===== src/rtl/bridge_gate_driver.sv =====
// Multi-leg half-bridge gate driver: complementary gates per leg with shared
// programmable dead time, minimum on-time, enable sequencing and latched fault.
//
// Per-leg states:
//   state  | meaning
//   S_OFF  | both gates low, waiting for enable with no latched fault
//   S_DT   | dead time, both gates low for D = max(i_deadtime,1) cycles
//   S_HIGH | high-side gate on, held for at least M = max(i_min_on,1) cycles
//   S_LOW  | low-side gate on, held for at least M cycles
module bridge_gate_driver #(
    parameter int N_LEG    = 2,
    parameter int DT_WIDTH = 10,
    parameter int MO_WIDTH = 10
) (
    input  logic                i_clock,
    input  logic                i_RESET,
    input  logic                i_enable,
    input  logic [N_LEG-1:0]    i_sigma,
    input  logic [DT_WIDTH-1:0] i_deadtime,
    input  logic [MO_WIDTH-1:0] i_min_on,
    input  logic                i_fault,
    input  logic                i_fault_clear,
    output logic [N_LEG-1:0]    o_gate_h,
    output logic [N_LEG-1:0]    o_gate_l,
    output logic                o_fault,
    output logic                o_active
);

    typedef enum logic [1:0] {
        S_OFF  = 2'd0,
        S_DT   = 2'd1,
        S_HIGH = 2'd2,
        S_LOW  = 2'd3
    } leg_state_t;

    leg_state_t          state_q [N_LEG];
    leg_state_t          state_d [N_LEG];
    logic [DT_WIDTH-1:0] dt_cnt  [N_LEG];
    logic [MO_WIDTH-1:0] on_cnt  [N_LEG];
    logic [DT_WIDTH-1:0] dt_load;
    logic [MO_WIDTH-1:0] on_load;
    logic                active_d;

    // Counters are loaded with target-1 so that terminal count 0 marks the
    // last cycle of the interval; a programmed 0 behaves like 1.
    assign dt_load = (i_deadtime == '0) ? '0 : i_deadtime - DT_WIDTH'(1);
    assign on_load = (i_min_on == '0) ? '0 : i_min_on - MO_WIDTH'(1);

    always_comb begin
        active_d = 1'b0;
        for (int k = 0; k < N_LEG; k++) begin
            state_d[k] = state_q[k];
            if (i_fault || !i_enable) begin
                state_d[k] = S_OFF;
            end else begin
                case (state_q[k])
                    S_OFF: begin
                        if (!o_fault) state_d[k] = S_DT;
                    end
                    S_DT: begin
                        if (dt_cnt[k] == '0) state_d[k] = i_sigma[k] ? S_HIGH : S_LOW;
                    end
                    S_HIGH: begin
                        if (on_cnt[k] == '0 && !i_sigma[k]) state_d[k] = S_DT;
                    end
                    S_LOW: begin
                        if (on_cnt[k] == '0 && i_sigma[k]) state_d[k] = S_DT;
                    end
                    default: state_d[k] = S_OFF;
                endcase
            end
            if (state_d[k] == S_HIGH || state_d[k] == S_LOW) active_d = 1'b1;
        end
    end

    always_ff @(posedge i_clock) begin
        if (!i_RESET) begin
            for (int k = 0; k < N_LEG; k++) begin
                state_q[k] <= S_OFF;
                dt_cnt[k]  <= '0;
                on_cnt[k]  <= '0;
            end
            o_gate_h <= '0;
            o_gate_l <= '0;
            o_fault  <= 1'b0;
            o_active <= 1'b0;
        end else begin
            for (int k = 0; k < N_LEG; k++) begin
                state_q[k]  <= state_d[k];
                o_gate_h[k] <= (state_d[k] == S_HIGH);
                o_gate_l[k] <= (state_d[k] == S_LOW);

                // Dead-time counter: captured on entry, frozen at terminal count.
                if (state_d[k] == S_DT && state_q[k] != S_DT) begin
                    dt_cnt[k] <= dt_load;
                end else if (state_d[k] == S_DT && dt_cnt[k] != '0) begin
                    dt_cnt[k] <= dt_cnt[k] - DT_WIDTH'(1);
                end else if (state_d[k] != S_DT) begin
                    dt_cnt[k] <= '0;
                end

                if ((state_d[k] == S_HIGH || state_d[k] == S_LOW) && state_d[k] != state_q[k]) begin
                    on_cnt[k] <= on_load;
                end else if ((state_d[k] == S_HIGH || state_d[k] == S_LOW) && on_cnt[k] != '0) begin
                    on_cnt[k] <= on_cnt[k] - MO_WIDTH'(1);
                end else if (state_d[k] != S_HIGH && state_d[k] != S_LOW) begin
                    on_cnt[k] <= '0;
                end
            end
            o_active <= active_d;

            if (i_fault) begin
                o_fault <= 1'b1;
            end else if (i_fault_clear && !i_enable) begin
                o_fault <= 1'b0;
            end
        end
    end

endmodule

===== config.mk =====
export PLATFORM = sky130hd
export DESIGN_NAME = bridge_gate_driver
export DESIGN_NICKNAME = d
export VERILOG_FILES = /design/src/rtl/bridge_gate_driver.sv
export SDC_FILE = /design/constraint.sdc
export NUM_CORES = 1
export LEC_CHECK = 0
export CAP_MARGIN = 0
export CORE_ASPECT_RATIO = 0.7
export CORE_MARGIN = 5
export CORE_UTILIZATION = 63
export CTS_CLUSTER_SIZE = 20
export DETAILED_ROUTE_END_ITERATION = 8
export GPL_TIMING_DRIVEN = 1
export PLACE_DENSITY = 0.95
export SLEW_MARGIN = 25
export SYNTH_ARGS = -nofsm -noshare
export SYNTH_HDL_FRONTEND = slang
export SYNTH_SLANG_ARGS = --single-unit
export TNS_END_PERCENT = 5

===== constraint.sdc =====
create_clock -name i_clock -period 4.05 [get_ports i_clock]
set_input_delay 1.215 -clock i_clock [delete_from_list [all_inputs] [get_ports i_clock]]
set_output_delay 1.215 -clock i_clock [all_outputs]
set_load 0.02 [all_outputs]

==> metrics.md <==
| Metric | Value |
|---|---|
| Status | finished clean |
| Vias | 3430 |
| Worst Path Required | 4140 ps |
| Synth cell types | 60 |
| Worst Min Path Start | o_fault$_SDFFE_PN0P_ |
| CP Class | primary input to flip-flop |
| Register area share after synthesis | 38.5% |
| DR WL/cell | 18.8 um |
| Total GRT Usage | 26.8% |
| DR vias/cell | 6.82 |
| Crit path max fanout | 11 |
| GRT overflow | 0 |
| Fin nets | 462 |
| Mean Syn Cell Area | 9.42 um2 |
| Worst R2R Start | dt_cnt[1][0]$_DFFE_PP_ |
| RSZ-0062 raised after global routing | false |
| Core area | 5670 um2 |
| Multi-input logic area | 2160 um2 |
| # IOs | 33 |
| Sequential cell area | 1400 um2 |
| Die height | 73.6 um |
| Setup crit end kind | flip-flop |
| Post-route ant nets | 0 |
| Diode count | 0 |
| Post-CTS setup buffer count | 0 |
| CTS root buffer | clkbuf_8 |
| Largest net degree at the start of global routing | 21 |
| CP startpoint kind | primary input |
| CTS tree | done |
| Endpoints failing hold | 0 |
| Final Setup Violations | 0 |
| Max Freq | 306 MHz |
| Vias in the first global route | 3188 |
| Row cnt | 23 |
| Worst R2R Path Depth | 6 |
| Mapped Area | 3640 um2 |
| Starting Density | 64.1% |
| Cells after Synth | 386 |
| Ys Warns | 0 |
| Max Slew Vio Count | 0 |
| Pin slew with the least headroom to its limit | 955 ps |
| Synth-to-layout area growth | 15.3% |
| Clock tree sinks | 50 |
| Die ar. | 7410 um2 |
| Layout cells sized above 1 | 7.48% |
| H-tree levels | 2 |
| Min-Delay Endpoint | o_fault$_SDFFE_PN0P_ |
| CP Data Arrival Time | 3360 ps |
| Number of buffers added on ports | 32 |
| DP Area | 4080 um2 |
| Detail Placement HPWL | 6960 um |
| Post-synth EDFFs | 40 |
| Number of filler cells placed in the layout | 400 |
| Synth Flop Type | edfxtp_1 |
| Num CTS Buffers | 5 |
| Clk slew on worst S/H paths | 100 ps |
| Worst skew pair latency | 310 ps |
| Tmin final | 3270 ps |
| Max-Cap Viols | 0 |
| Post-layout instance area | 4190 um2 |
| Slew headroom | 34.7% |
| First-pass GRT wire length | 15600 um |
| Peak VDD IR | 196 uV |
| Pwr dens | 258 nW/um2 |
| 1st-iter DRT viols | 325 |
| # hold bufs at CTS | 0 |
| Leakage power | 1.54 nW |
| DRC viols | 0 |
| R2R Path End | on_cnt[1][3]$_DFFE_PP_ |
| Setup slack, reg-to-reg | 1180 ps |
| Resize count post-CTS | 0 |
| Final TNS setup | 0 ps |
| Hold Crit Class | flip-flop to flip-flop |
| Bufs on Longest Clock Path | 2 |
| GPL Wtd Cong | 0.909 |
| Ys async rst share | 0% |
| Ratio of final minimum period to clock period | 80.7% |
| Fin util | 74.0% |
| Clock skew | 12.6 ps |
| Drt pass-1 iters | 5 |
| Seq cells post-synth | 50 |
| Die width | 101 um |
| Final WL | 9440 um |
| Initial antenna violation count | 0 |
| Cell depth of the worst hold path | 2 |
[worst max-delay path, stage by stage]
cell and delay [ps]:
clkdlybuf4s50_1 560, inv_1 130, ha_1 310, nand4_1 330
o21ai_0 350, a2111oi_0 460
[per-stage QoR]
stage	setup slack, ps	power, W	hold slack [ps]	instances
finish	783	0.00108	564	503
global route	624	0.00112	609	503
CTS	842	0.00108	559	503
detailed placement	549	0.000732	542	495
global placement	578	0.000727	548	495
floorplan	1190	0.000669	578	405
[synth_stat cells, types with 3 or more instances]
cell | count | share of area (%)
edfxtp_1 | 40 | 33
nor3_1 | 28 | 3.9
nor2_1 | 21 | 2.2
inv_1 | 18 | 1.9
nor4_1 | 18 | 3.1
clkbuf_1 | 16 | 1.7
nand2_1 | 13 | 1.3
a21oi_1 | 12 | 1.7
o21ai_0 | 12 | 1.7
xnor2_1 | 12 | 2.9
nand2b_1 | 11 | 1.9
or4_1 | 11 | 2.3
dfxtp_1 | 10 | 5.5
nor3b_1 | 10 | 2.1
o32ai_1 | 10 | 2.4
xor2_1 | 10 | 2.4
a211oi_1 | 8 | 1.7
ha_1 | 8 | 2.8
a2111oi_0 | 7 | 1.7
o21a_1 | 7 | 1.4
a21boi_0 | 6 | 1.2
nand3_1 | 6 | 0.83
o211ai_1 | 6 | 1.2
a211oi_2 | 5 | 1.7
nor2b_1 | 5 | 0.86
o31a_1 | 5 | 1.2
or2_2 | 5 | 0.86
a31oi_1 | 4 | 0.69
and3_1 | 4 | 0.69
o31ai_1 | 4 | 0.83
o41a_1 | 4 | 1.2
and2_1 | 3 | 0.52
buf_1 | 3 | 0.31
nand3b_1 | 3 | 0.62
nand4_1 | 3 | 0.52
nor4b_1 | 3 | 0.72
or3_1 | 3 | 0.52
[cell usage in the layout, fill, tap and decap left out, drive strengths merged, types with 4 or more instances in the layout]
cell           instances
or2                    5
inv                   18
a211oi                13
xnor2                 12
a2111oi                7
nor4b                  4
o21ai                 13
a31oi                  4
clkdlybuf4s50         32
o31ai                  4
and3                   4
nand2b                11
o31a                   5
o21a                   7
o41a                   4
nor3b                 10
nor2                  21
o211ai                 6
dfxtp                 10
o32ai                 10
or4                   11
a21oi                 12
nor2b                  5
xor2                  10
ha                     8
nor4                  18
nand3                  6
nand2                 13
or4b                   5
conb                  20
edfxtp                40
nor3                  28
a21boi                 6
clkbuf                 5
buf                    5
[power by group]
| group | total (W) | switching, W | internal (W) |
|---|---|---|---|
| Clock | 0.000355 | 0.000173 | 0.000182 |
| Combinational | 0.000152 | 0.0000851 | 0.0000670 |
| Sequential | 0.000576 | 0.0000137 | 0.000562 |
[registers in the layout (all words and copies together), names as in the netlist]
signal and flops:
o_gate_l 2, state_q 4, o_fault 1, o_active 1, on_cnt 20, o_gate_h 2
dt_cnt 20
[per-layer routing]
metal	vias up	share of wire [%]	track usage, %
li1	1592	-	-
met1	1627	43	38.1
met2	194	45	41.2
met3	17	10	6.93
met4	0	1.5	6.43
met5	-	0	0
[cells by family (layout without fill, tap and decap cells)]
family                   Yosys count  in the layout  synth area share (%)
other                              1             20                 0.103
flip-flops                        50             50                  38.5
AND/OR/NAND/NOR                  163            163                  27.2
XOR/XNOR                          22             22                  5.30
buffers and inverters             40             63                  4.40
multiplexers                       2              2                 0.551
adder cells (fa/ha/maj)            8              8                  2.75
AO/OA/AOI/OAI                    100            100                  21.1
[worst max-delay path by stage]
stage | from | to | cells after the start
2_1_floorplan | i_fault | on_cnt[1][0]$_DFFE_PP_ | 5
3_3_place_gp | i_fault | on_cnt[1][5]$_DFFE_PP_ | 4
3_5_place_dp | i_enable | on_cnt[1][4]$_DFFE_PP_ | 5
4_1_cts | i_enable | on_cnt[1][4]$_DFFE_PP_ | 5
5_1_grt | i_min_on[0] | on_cnt[0][6]$_SDFFCE_PP0P_ | 6
6_report | i_min_on[0] | on_cnt[0][6]$_SDFFCE_PP0P_ | 6
[layout make-up]
class	instances	area share, %
Multi-Input combinational cell	315	51.6
Inverter	18	1.61
Sequential cell	50	33.4
Clock inverter	3	0.955
Clock buffer	5	1.64
Tap cell	75	2.24
Timing Repair Buffer	37	8.53
(Power assumes the default switching activity.)
